<file path="src/rtl/sram_like_arbiter_pkg.sv">
// Shared types and constants for the IF/EX SRAM-like port arbiter.
package sram_like_arbiter_pkg;

    localparam int SIZE_W = 2;
    localparam int STRB_W = 4;
    localparam int ADDR_W = 32;
    localparam int DATA_W = 32;

    localparam logic OWNER_INST = 1'b0;
    localparam logic OWNER_DATA = 1'b1;

    typedef enum logic [1:0] {
        IDLE      = 2'd0,
        LOCK_INST = 2'd1,
        LOCK_DATA = 2'd2
    } lock_state_e;

    typedef struct packed {
        logic              wr;
        logic [SIZE_W-1:0] size;
        logic [STRB_W-1:0] wstrb;
        logic [ADDR_W-1:0] addr;
        logic [DATA_W-1:0] wdata;
    } sram_fields_t;

endpackage

</file>
<file path="src/rtl/sram_like_arbiter_if.sv">
// One SRAM-like channel: request fields from master, handshakes and read data from slave.
interface sram_like_arbiter_if;
    import sram_like_arbiter_pkg::*;

    logic              req;
    logic              wr;
    logic [SIZE_W-1:0] size;
    logic [STRB_W-1:0] wstrb;
    logic [ADDR_W-1:0] addr;
    logic [DATA_W-1:0] wdata;
    logic              addr_ok;
    logic              data_ok;
    logic [DATA_W-1:0] rdata;

    modport master (
        output req, wr, size, wstrb, addr, wdata,
        input  addr_ok, data_ok, rdata
    );

    modport slave (
        input  req, wr, size, wstrb, addr, wdata,
        output addr_ok, data_ok, rdata
    );

endinterface

</file>
<file path="src/rtl/sram_like_arbiter_req_owner_fifo.sv">
// In-order FIFO of 1-bit owner tags for accepted, unanswered requests.
module req_owner_fifo #(
    parameter int DEPTH = 2
) (
    input  logic clk,
    input  logic reset,
    input  logic push,
    input  logic pop,
    input  logic din,
    output logic head,
    output logic empty,
    output logic full
);
    localparam int PW = (DEPTH > 1) ? $clog2(DEPTH) : 1;
    localparam int CW = $clog2(DEPTH + 1);

    logic [DEPTH-1:0] mem_q, mem_d;
    logic [PW-1:0]    wr_ptr_q, wr_ptr_d;
    logic [PW-1:0]    rd_ptr_q, rd_ptr_d;
    logic [CW-1:0]    cnt_q, cnt_d;
    logic             do_push, do_pop;

    function automatic logic [PW-1:0] ptr_inc(input logic [PW-1:0] p);
        return (p == PW'(DEPTH - 1)) ? '0 : p + 1'b1;
    endfunction

    assign empty = (cnt_q == '0);
    assign full  = (cnt_q == CW'(DEPTH));
    assign head  = mem_q[rd_ptr_q];

    always_comb begin
        do_push  = push & ~full;
        do_pop   = pop & ~empty;
        mem_d    = mem_q;
        wr_ptr_d = wr_ptr_q;
        rd_ptr_d = rd_ptr_q;
        cnt_d    = cnt_q;
        if (do_push) begin
            mem_d[wr_ptr_q] = din;
            wr_ptr_d        = ptr_inc(wr_ptr_q);
        end
        if (do_pop) begin
            rd_ptr_d = ptr_inc(rd_ptr_q);
        end
        unique case ({do_push, do_pop})
            2'b10:   cnt_d = cnt_q + CW'(1);
            2'b01:   cnt_d = cnt_q - CW'(1);
            default: cnt_d = cnt_q;
        endcase
    end

    always_ff @(posedge clk) begin
        if (reset) begin
            mem_q    <= '0;
            wr_ptr_q <= '0;
            rd_ptr_q <= '0;
            cnt_q    <= '0;
        end else begin
            mem_q    <= mem_d;
            wr_ptr_q <= wr_ptr_d;
            rd_ptr_q <= rd_ptr_d;
            cnt_q    <= cnt_d;
        end
    end

endmodule

</file>
<file path="src/rtl/sram_like_arbiter.sv">
// Shares one SRAM-like port between IF and EX; data wins, grants lock until accepted.
module sram_like_arbiter
    import sram_like_arbiter_pkg::*;
#(
    parameter int OUTSTANDING = 2
) (
    input  logic                 clk,
    input  logic                 reset,
    sram_like_arbiter_if.slave   inst_if,
    sram_like_arbiter_if.slave   data_if,
    sram_like_arbiter_if.master  sram_if
);
    lock_state_e  state_q, state_d;
    logic         gnt_vld, gnt_own;
    logic         sram_req, accept, pop;
    logic         fifo_full, fifo_empty, fifo_head;
    sram_fields_t inst_f, data_f, sel_f;

    always_ff @(posedge clk) begin
        if (reset) state_q <= IDLE;
        else       state_q <= state_d;
    end

    // A full FIFO blocks new grants but never breaks an existing lock.
    always_comb begin
        gnt_vld = 1'b0;
        gnt_own = OWNER_INST;
        unique case (state_q)
            IDLE: begin
                if (!fifo_full && data_if.req) begin
                    gnt_vld = 1'b1;
                    gnt_own = OWNER_DATA;
                end else if (!fifo_full && inst_if.req) begin
                    gnt_vld = 1'b1;
                end
            end
            LOCK_INST: gnt_vld = 1'b1;
            LOCK_DATA: begin
                gnt_vld = 1'b1;
                gnt_own = OWNER_DATA;
            end
            default: ;
        endcase
        if (reset) gnt_vld = 1'b0;
    end

    always_comb begin
        state_d = state_q;
        if (accept) begin
            state_d = IDLE;
        end else if (gnt_vld) begin
            state_d = (gnt_own == OWNER_DATA) ? LOCK_DATA : LOCK_INST;
        end
    end

    assign sram_req = gnt_vld & ~fifo_full &
                      ((gnt_own == OWNER_DATA) ? data_if.req : inst_if.req);
    assign accept   = sram_req & sram_if.addr_ok;
    assign pop      = sram_if.data_ok & ~fifo_empty & ~reset;

    always_comb begin
        inst_f = {inst_if.wr, inst_if.size, inst_if.wstrb,
                  inst_if.addr, inst_if.wdata};
        data_f = {data_if.wr, data_if.size, data_if.wstrb,
                  data_if.addr, data_if.wdata};
        sel_f  = '0;
        if (gnt_vld) sel_f = (gnt_own == OWNER_DATA) ? data_f : inst_f;

        sram_if.req   = sram_req;
        sram_if.wr    = sel_f.wr;
        sram_if.size  = sel_f.size;
        sram_if.wstrb = sel_f.wstrb;
        sram_if.addr  = sel_f.addr;
        sram_if.wdata = sel_f.wdata;

        inst_if.addr_ok = accept & (gnt_own == OWNER_INST);
        data_if.addr_ok = accept & (gnt_own == OWNER_DATA);
        inst_if.data_ok = pop & (fifo_head == OWNER_INST);
        data_if.data_ok = pop & (fifo_head == OWNER_DATA);
        inst_if.rdata   = sram_if.rdata;
        data_if.rdata   = sram_if.rdata;
    end

    req_owner_fifo #(
        .DEPTH (OUTSTANDING)
    ) u_owner_fifo (
        .clk   (clk),
        .reset (reset),
        .push  (accept),
        .pop   (pop),
        .din   (gnt_own),
        .head  (fifo_head),
        .empty (fifo_empty),
        .full  (fifo_full)
    );

endmodule

</file>
<file path="src/flat_wrapper.sv">
// flat-port wrapper written by rule: the top's interface ports become plain ports
module sram_like_arbiter_flat import sram_like_arbiter_pkg::*;
#(
    parameter int OUTSTANDING = 2
)
  (clk, reset, inst_if_req, inst_if_wr, inst_if_size, inst_if_wstrb, inst_if_addr, inst_if_wdata, inst_if_addr_ok, inst_if_data_ok, inst_if_rdata, data_if_req, data_if_wr, data_if_size, data_if_wstrb, data_if_addr, data_if_wdata, data_if_addr_ok, data_if_data_ok, data_if_rdata, sram_if_req, sram_if_wr, sram_if_size, sram_if_wstrb, sram_if_addr, sram_if_wdata, sram_if_addr_ok, sram_if_data_ok, sram_if_rdata);
  sram_like_arbiter_if inst_if_i ();
  sram_like_arbiter_if data_if_i ();
  sram_like_arbiter_if sram_if_i ();
  input  logic clk;
  input  logic reset;
  input wire logic [$bits(inst_if_i.req)-1:0] inst_if_req;
  input wire logic [$bits(inst_if_i.wr)-1:0] inst_if_wr;
  input wire logic [$bits(inst_if_i.size)-1:0] inst_if_size;
  input wire logic [$bits(inst_if_i.wstrb)-1:0] inst_if_wstrb;
  input wire logic [$bits(inst_if_i.addr)-1:0] inst_if_addr;
  input wire logic [$bits(inst_if_i.wdata)-1:0] inst_if_wdata;
  output wire logic [$bits(inst_if_i.addr_ok)-1:0] inst_if_addr_ok;
  output wire logic [$bits(inst_if_i.data_ok)-1:0] inst_if_data_ok;
  output wire logic [$bits(inst_if_i.rdata)-1:0] inst_if_rdata;
  input wire logic [$bits(data_if_i.req)-1:0] data_if_req;
  input wire logic [$bits(data_if_i.wr)-1:0] data_if_wr;
  input wire logic [$bits(data_if_i.size)-1:0] data_if_size;
  input wire logic [$bits(data_if_i.wstrb)-1:0] data_if_wstrb;
  input wire logic [$bits(data_if_i.addr)-1:0] data_if_addr;
  input wire logic [$bits(data_if_i.wdata)-1:0] data_if_wdata;
  output wire logic [$bits(data_if_i.addr_ok)-1:0] data_if_addr_ok;
  output wire logic [$bits(data_if_i.data_ok)-1:0] data_if_data_ok;
  output wire logic [$bits(data_if_i.rdata)-1:0] data_if_rdata;
  output wire logic [$bits(sram_if_i.req)-1:0] sram_if_req;
  output wire logic [$bits(sram_if_i.wr)-1:0] sram_if_wr;
  output wire logic [$bits(sram_if_i.size)-1:0] sram_if_size;
  output wire logic [$bits(sram_if_i.wstrb)-1:0] sram_if_wstrb;
  output wire logic [$bits(sram_if_i.addr)-1:0] sram_if_addr;
  output wire logic [$bits(sram_if_i.wdata)-1:0] sram_if_wdata;
  input wire logic [$bits(sram_if_i.addr_ok)-1:0] sram_if_addr_ok;
  input wire logic [$bits(sram_if_i.data_ok)-1:0] sram_if_data_ok;
  input wire logic [$bits(sram_if_i.rdata)-1:0] sram_if_rdata;
  assign inst_if_i.req = inst_if_req;
  assign inst_if_i.wr = inst_if_wr;
  assign inst_if_i.size = inst_if_size;
  assign inst_if_i.wstrb = inst_if_wstrb;
  assign inst_if_i.addr = inst_if_addr;
  assign inst_if_i.wdata = inst_if_wdata;
  assign inst_if_addr_ok = inst_if_i.addr_ok;
  assign inst_if_data_ok = inst_if_i.data_ok;
  assign inst_if_rdata = inst_if_i.rdata;
  assign data_if_i.req = data_if_req;
  assign data_if_i.wr = data_if_wr;
  assign data_if_i.size = data_if_size;
  assign data_if_i.wstrb = data_if_wstrb;
  assign data_if_i.addr = data_if_addr;
  assign data_if_i.wdata = data_if_wdata;
  assign data_if_addr_ok = data_if_i.addr_ok;
  assign data_if_data_ok = data_if_i.data_ok;
  assign data_if_rdata = data_if_i.rdata;
  assign sram_if_req = sram_if_i.req;
  assign sram_if_wr = sram_if_i.wr;
  assign sram_if_size = sram_if_i.size;
  assign sram_if_wstrb = sram_if_i.wstrb;
  assign sram_if_addr = sram_if_i.addr;
  assign sram_if_wdata = sram_if_i.wdata;
  assign sram_if_i.addr_ok = sram_if_addr_ok;
  assign sram_if_i.data_ok = sram_if_data_ok;
  assign sram_if_i.rdata = sram_if_rdata;
  sram_like_arbiter #(.OUTSTANDING(OUTSTANDING)) u_core (.clk(clk), .reset(reset), .inst_if(inst_if_i), .data_if(data_if_i), .sram_if(sram_if_i));
endmodule
</file>
<file path="config.mk">
export PLATFORM = sky130hd
export DESIGN_NAME = sram_like_arbiter_flat
export DESIGN_NICKNAME = d
export VERILOG_FILES = /design/src/rtl/sram_like_arbiter_pkg.sv /design/src/rtl/sram_like_arbiter_if.sv /design/src/rtl/sram_like_arbiter_req_owner_fifo.sv /design/src/rtl/sram_like_arbiter.sv /design/src/flat_wrapper.sv
export SDC_FILE = /design/constraint.sdc
export NUM_CORES = 1
export LEC_CHECK = 0
export ABC_AREA = 1
export CAP_MARGIN = 40
export CORE_AREA = 4 4 122 124
export CTS_CLUSTER_SIZE = 24
export DETAILED_ROUTE_END_ITERATION = 16
export DIE_AREA = 0 0 126 128
export PLACE_DENSITY_LB_ADDON = 0.12
export SYNTH_ARGS = -nofsm -noshare
export SYNTH_HDL_FRONTEND = slang
export SYNTH_SLANG_ARGS = --single-unit
export TNS_END_PERCENT = 100
</file>
<file path="constraint.sdc">
create_clock -name clk -period 2.3 [get_ports clk]
set_input_delay 0.23 -clock clk [delete_from_list [all_inputs] [get_ports clk]]
set_output_delay 0.23 -clock clk [all_outputs]
set_load 0.005 [all_outputs]
</file>
==> qor.txt, run 1 <==
Area contributors post-synth: nand2_1 29%, buf_4 24%, a21oi_1 18%
Crit-path max cell delay: 0.32 ns
Syn-to-layout area delta: 108%
WL final: 10700 um
Syn avg cell area: 5.42 um2
DRT Pass-1 Iters: 4
Worst Tran Pin Value: 0.343 ns
DR vias/cell: 4.00
Post-layout min period: 2.22 ns
WHS Endpoint: data_if_rdata[21]
Slowest-stage cell, CP: dfxtp_1
DP HPWL: 8110 um
Area of the die: 0.0161 mm2
Clock Path Buffers: 2
CP endpoint kind: primary output
Antenna diodes: 0
Most frequent cell after synthesis: nand2_1
Max Transition Viols Final: 0
Synthesized instance count: 381
Final nets: 727
First-pass GRT wire length: 16200 um
Clock transition at path regs: 0.04 ns
TritonCTS clock tree: done
Die height: 128 um
CP Cell Sequence: inv_1, ha_2, nand3_2, nand2_4, buf_12, buf_12, bufbuf_16, nand2_1, a21oi_1, clkdlybuf4s15_1
Type of origin of the critical path: flip-flop
Final hold viol count: 0
Seq. cell area: 161 um2
Ys async rst share: 0%
Hold WS: 0.460 ns
Critical path type: reg -> out
H-tree depth: 1
CP most frequent cell: buf_12
# port buffers: 223
Crit-path max FO: 11
CTS Sinks: 8
Final WS setup: 0.0759 ns
Std-Cell Rows: 43
Fin Clk Skew: 0.00102 ns
Core ar.: 0.0138 mm2
Vias in the first global route: 3056
Leakage: 2.10 nW
Largest net degree at the start of global routing: 42
R2r endpoint: u_core.u_owner_fifo.cnt_q[1]
Layout cells sized above 1: 8.69%
Synth Register Bits: 8
Post-synth EDFFs: 0
Area share of the largest cell type after synthesis: 28.7%
Crit path arrival time: 1.99 ns
Status: finished, final reports clean
Hold path start: sram_if_rdata[21]
Synth Net Count: 565
Place WS: -0.111 ns
Top_reg_cell synth: dfxtp_1
Starting Density: 15.0%
Flop2flop setup slack: 0.28 ns
Residual DRC count: 0
Critical R2R Launch: u_core.state_q[0]
F_max: 450 MHz
Routability cong.: 0.742
Final worst-path cycle share: 96.7%
Leading cell types by count after synthesis: 158 x nand2_1, 76 x a21oi_1, 65 x buf_4, 16 x inv_1, 13 x buf_2
Initial antenna violation count: 0
Slew HR: 76.9%
Worst hold path class: in -> out
Max cap viols: 0
Yosys cell types: 20
Clk_lat worst skew: 0.23 ns
Final Power: 0.00211 W
DRT antenna net count: 0
Num CTS Buffers: 3
Footprint of the multi-input gates: 0.00121 mm2
CP required: 2.07 ns
FF-to-FF path depth: 14
Area leader, netlist: nand2_1
Vias: 2887
Gr ovfl total: 0
Sequential area share after synthesis: 7.76%
Routed length per instance: 14.9 um
Syn. warnings: 0
Mapped cell area: 0.00206 mm2
Total Routing Usage GR: 12.1%
Pwr/cell area: 493 mW/mm2
Max VDD drop: 0.221 mV
Hold Buf Count CTS: 0
Io pins: 320
Root Buffer: clkbuf_16
Hold Path Stages: 0
Fillers: 1548
Drt first-iter violations: 83
Chip width: 126 um
Setup violators final: 0
==> layer usage <==
metal  wire [um]  track usage, %
met2        5400            22.0
met1        4070            13.8
met3        1050            4.17
met4         201            2.65
met5           0               0
==> placed cells by master, fill, tap and decap left out, types with 2 or more instances in the layout <==
master | Yosys | final
nand2_1 | 158 | 157
clkdlybuf4s50_1 | 0 | 149
a21oi_1 | 76 | 72
dlygate4sd2_1 | 0 | 64
inv_1 | 16 | 15
nor2_1 | 11 | 11
buf_12 | 0 | 11
buf_4 | 65 | 7
dfxtp_1 | 8 | 7
dlymetal6s2s_1 | 0 | 5
o21ai_0 | 4 | 4
a21oi_2 | 0 | 4
clkbuf_16 | 0 | 4
nand2_2 | 3 | 3
nand3_2 | 2 | 3
ha_1 | 4 | 3
bufbuf_16 | 0 | 3
clkbuf_2 | 0 | 3
inv_2 | 2 | 2
nand3_1 | 3 | 2
nand4_1 | 2 | 2
==> how the worst max path moves through the flow <==
stage,start,to,depth (start not counted)
2_1_floorplan,u_core.state_q[0],u_core.u_owner_fifo.cnt_q[1],13
3_3_place_gp,data_if_req,sram_if_wdata[28],9
3_5_place_dp,data_if_req,sram_if_wdata[28],9
4_1_cts,u_core.state_q[0],sram_if_wdata[22],9
5_1_grt,u_core.state_q[0],sram_if_wdata[27],10
6_report,u_core.state_q[0],sram_if_wdata[30],10
==> final cells by class <==
| cell class | instances | share of cell area (%) |
|---|---|---|
| Timing Repair Buffer | 245 | 59.2 |
| Multi-Input combinational cell | 267 | 28.3 |
| Tap cell | 180 | 5.25 |
| Sequential cell | 8 | 3.76 |
| Clock buffer | 3 | 1.75 |
| Inverter | 18 | 1.75 |
==> worst max-delay path: cells and delay by family, from the launching register on <==
family | cells | cell delay (ns)
buffers and inverters | 5 | 0.79
adders and majority gates | 1 | 0.20
DFF | 1 | 0.32
AOI/OAI and AO/OA | 1 | 0.17
and+or+nand+nor | 3 | 0.28
==> where the power goes <==
| group | switching (W) | total, W | internal (W) |
|---|---|---|---|
| sequential | 0.0000156 | 0.000172 | 0.000156 |
| clock | 0.0000627 | 0.000286 | 0.000224 |
| combinational | 0.000743 | 0.00166 | 0.000914 |
| total | 0.000821 | 0.00211 | 0.00129 |
==> sequential cells by signal (all words and copies together), names as in the netlist <==
| signal | cells |
|---|---|
| u_core.state_q | 2 |
| u_core.u_owner_fifo.cnt_q | 2 |
| u_core.u_owner_fifo.mem_q | 2 |
| u_core.u_owner_fifo.rd_ptr_q | 1 |
| u_core.u_owner_fifo.wr_ptr_q | 1 |
==> cell families (layout without fill, tap and decap cells) <==
group	Yosys count	count (layout)	synth area share [%]
buffers and inverters	106	266	34.8
AO/OA/AOI/OAI	81	81	19.8
adder cells (fa/ha/maj)	4	4	2.43
flip-flops	8	8	7.76
AND/OR/NAND/NOR	181	181	34.8
XOR/XNOR	1	1	0.425
==> metrics by stage <==
| stage | util [%] | setup TNS [ns] | std cells | instance area (um2) |
|---|---|---|---|---|
| 3_3_place_gp | 29.5 | -0.112 | 708 | 4060 |
| 5_1_grt | 31.2 | -0.00388 | 721 | 4290 |
| 3_5_place_dp | 29.5 | -0.185 | 708 | 4060 |
| 4_1_cts | 30.7 | -0.0950 | 718 | 4230 |
| 6_report | 31.2 | 0 | 721 | 4290 |
| 2_1_floorplan | - | 0 | 381 | 2060 |
==> what timing repair did <==
item / CTS / global route
resized for setup: 81 / 15
cloned: 3 / 1
pin swaps: 0 / 1
setup buffers: 4 / 2
endpoints found under the setup margin: 74 / 8
Power figures use the tool's default switching activity.
==> run 2, diff against run 1 <==
==> constraint.sdc (replaced) <==
create_clock -name clk -period 2.5 [get_ports clk]
set_input_delay 0.25 -clock clk [delete_from_list [all_inputs] [get_ports clk]]
set_output_delay 0.25 -clock clk [all_outputs]
set_load 0.005 [all_outputs]
==> qor.txt, run 2 (synthesized netlist as in run 1, its figures left out) <==
Status: finished, final reports clean
Core ar.: 0.0138 mm2
Fin Clk Skew: 0.00277 ns
Placed Instances: 705
Std-Cell Rows: 43
Worst Tran Pin Value: 0.335 ns
Final nets: 722
Slew HR: 77.7%
Antenna diodes: 0
Hold Buf Count CTS: 0
F_max: 417 MHz
Root Buffer: clkbuf_16
Routability cong.: 0.773
Layout cells sized above 1: 6.16%
Type of origin of the critical path: flip-flop
Starting Density: 15.0%
Slowest-stage cell, CP: clkdlybuf4s50_1
Clock transition at path regs: 0.04 ns
Unrepaired setup endpoints after global routing: yes
H-tree depth: 1
Num CTS Buffers: 3
FF-to-FF path depth: 14
DR vias/cell: 4.06
R2r endpoint: u_core.u_owner_fifo.cnt_q[1]
Utilization after layout: 30.9%
Fillers: 1549
TritonCTS clock tree: done
Max VDD drop: 0.257 mV
Die height: 128 um
Area of the die: 0.0161 mm2
Critical R2R Launch: u_core.state_q[0]
Hold path start: u_core.state_q[0]
Non-Filler Instances: 716
DRT antenna net count: 0
Syn-to-layout area delta: 106%
Crit path arrival time: 2.15 ns
Gr ovfl total: 0
Worst hold path class: reg -> reg
Leading cell types in the layout, fill and taps excluded: 205 x clkdlybuf4s50_1, 157 x nand2_1, 75 x a21oi_1
Max Transition Viols Final: 0
Clock Path Buffers: 2
Total Routing Usage GR: 11.7%
Final hold viol count: 0
CP required: 2.25 ns
Crit-path max cell delay: 0.52 ns
# port buffers: 223
CTS Sinks: 8
Finished layout cell area: 0.00426 mm2
DRT Pass-1 Iters: 4
Io pins: 320
Post-layout min period: 2.40 ns
CP endpoint kind: primary output
Crit path buf inv count: 4
Worst setup path startpoint: u_core.state_q[0]
WHS Endpoint: u_core.state_q[0]
Pwr/cell area: 452 mW/mm2
Vias in the first global route: 3063
Residual DRC count: 0
Routed length per instance: 15.1 um
Flop2flop setup slack: 0.43 ns
Hold Path Stages: 2
Chip width: 126 um
Crit path max-delay family: buffers and inverters
Max cap viols: 0
Leakage: 1.96 nW
Biggest regs: u_core.state_q x2, u_core.u_owner_fifo.cnt_q x2, u_core.u_owner_fifo.mem_q x2
Vias: 2905
DP HPWL: 8210 um
Initial antenna violation count: 0
Final worst-path cycle share: 95.9%
CP Cell Sequence: inv_1, ha_1, nand3_1, nand2_4, buf_4, clkbuf_16, nand2_1, a21oi_1, clkdlybuf4s50_1
Crit-path max FO: 23
First-pass GRT wire length: 15700 um
WL final: 10800 um
Clk_lat worst skew: 0.23 ns
Setup violators final: 0
Drt first-iter violations: 94
Critical path type: reg -> out
Placement Cell Area: 0.00399 mm2
Commonest non-fill, non-tap cell in the layout: clkdlybuf4s50_1
Largest net degree at the start of global routing: 48
[run 2: cell types whose count changed in the layout (fill, tap and decap cells not counted), moves of 6 or more]
cell and delta:
dlymetal6s2s_1 +12, clkdlybuf4s50_1 +56, buf_12 -6, dlygate4sd2_1 -63
[run 2: through the flow]
stage,setup slack [ns],power (W),setup TNS [ns],hold WS (ns)
after global routing,-0.0111,0.00209,-0.0111,0.500
final,0.102,0.00192,0,0.478
after floorplan,0.670,0.000858,0,0.319
after detailed placement,0.0405,0.00155,0,0.486
after global placement,0.0709,0.00155,0,0.474
after CTS,0.00474,0.00184,0,0.494
[run 2: cell type report]
class	count	area [um2]	share of cell area, %
timing repair buffer	240	2520	59.3
tap	180	225	5.29
inverter	18	72.6	1.71
sequential	8	163	3.82
multi-input combinational	267	1200	28.1
clock buffer	3	75.1	1.76
[run 2: worst max path at each step]
stage,end,slack (ns),depth (start not counted)
2_1_floorplan,u_core.u_owner_fifo.cnt_q[1],0.67,13
3_3_place_gp,sram_if_wdata[22],0.07,9
3_5_place_dp,sram_if_wdata[22],0.04,9
4_1_cts,sram_if_wdata[25],0.005,8
5_1_grt,sram_if_addr[7],-0.01,10
6_report,sram_if_addr[7],0.10,9
[run 2: repair_timing]
action | CTS | global route
endpoints found under the setup margin | 56 | 65
pin swaps | 0 | 1
setup buffers | 0 | 5
cloned | 0 | 3
resized for setup | 4 | 23
[run 2: worst reg2reg max path, delay by kind of cell, from the launching register on]
family	cells	cell delay, ns
and+or+nand+nor	7	0.70
buffers and inverters	3	0.30
DFF	1	0.32
AOI/OAI and AO/OA	2	0.23
adders and majority gates	2	0.46
[run 2: per-layer routing]
metal  vias up  part of all wire [%]  GRT usage [%]
met5         -                     0              0
met4         0                   2.0           2.52
met3        30                   8.6           3.71
met2       161                    50           21.7
met1      1268                    39           13.1
li1       1446                     -              -
[run 2: where the power goes]
| group | switching [W] | internal, W | total [W] |
|---|---|---|---|
| sequential | 0.0000142 | 0.000144 | 0.000158 |
| clock | 0.0000672 | 0.000207 | 0.000274 |
| combinational | 0.000667 | 0.000824 | 0.00149 |
| total | 0.000749 | 0.00117 | 0.00192 |
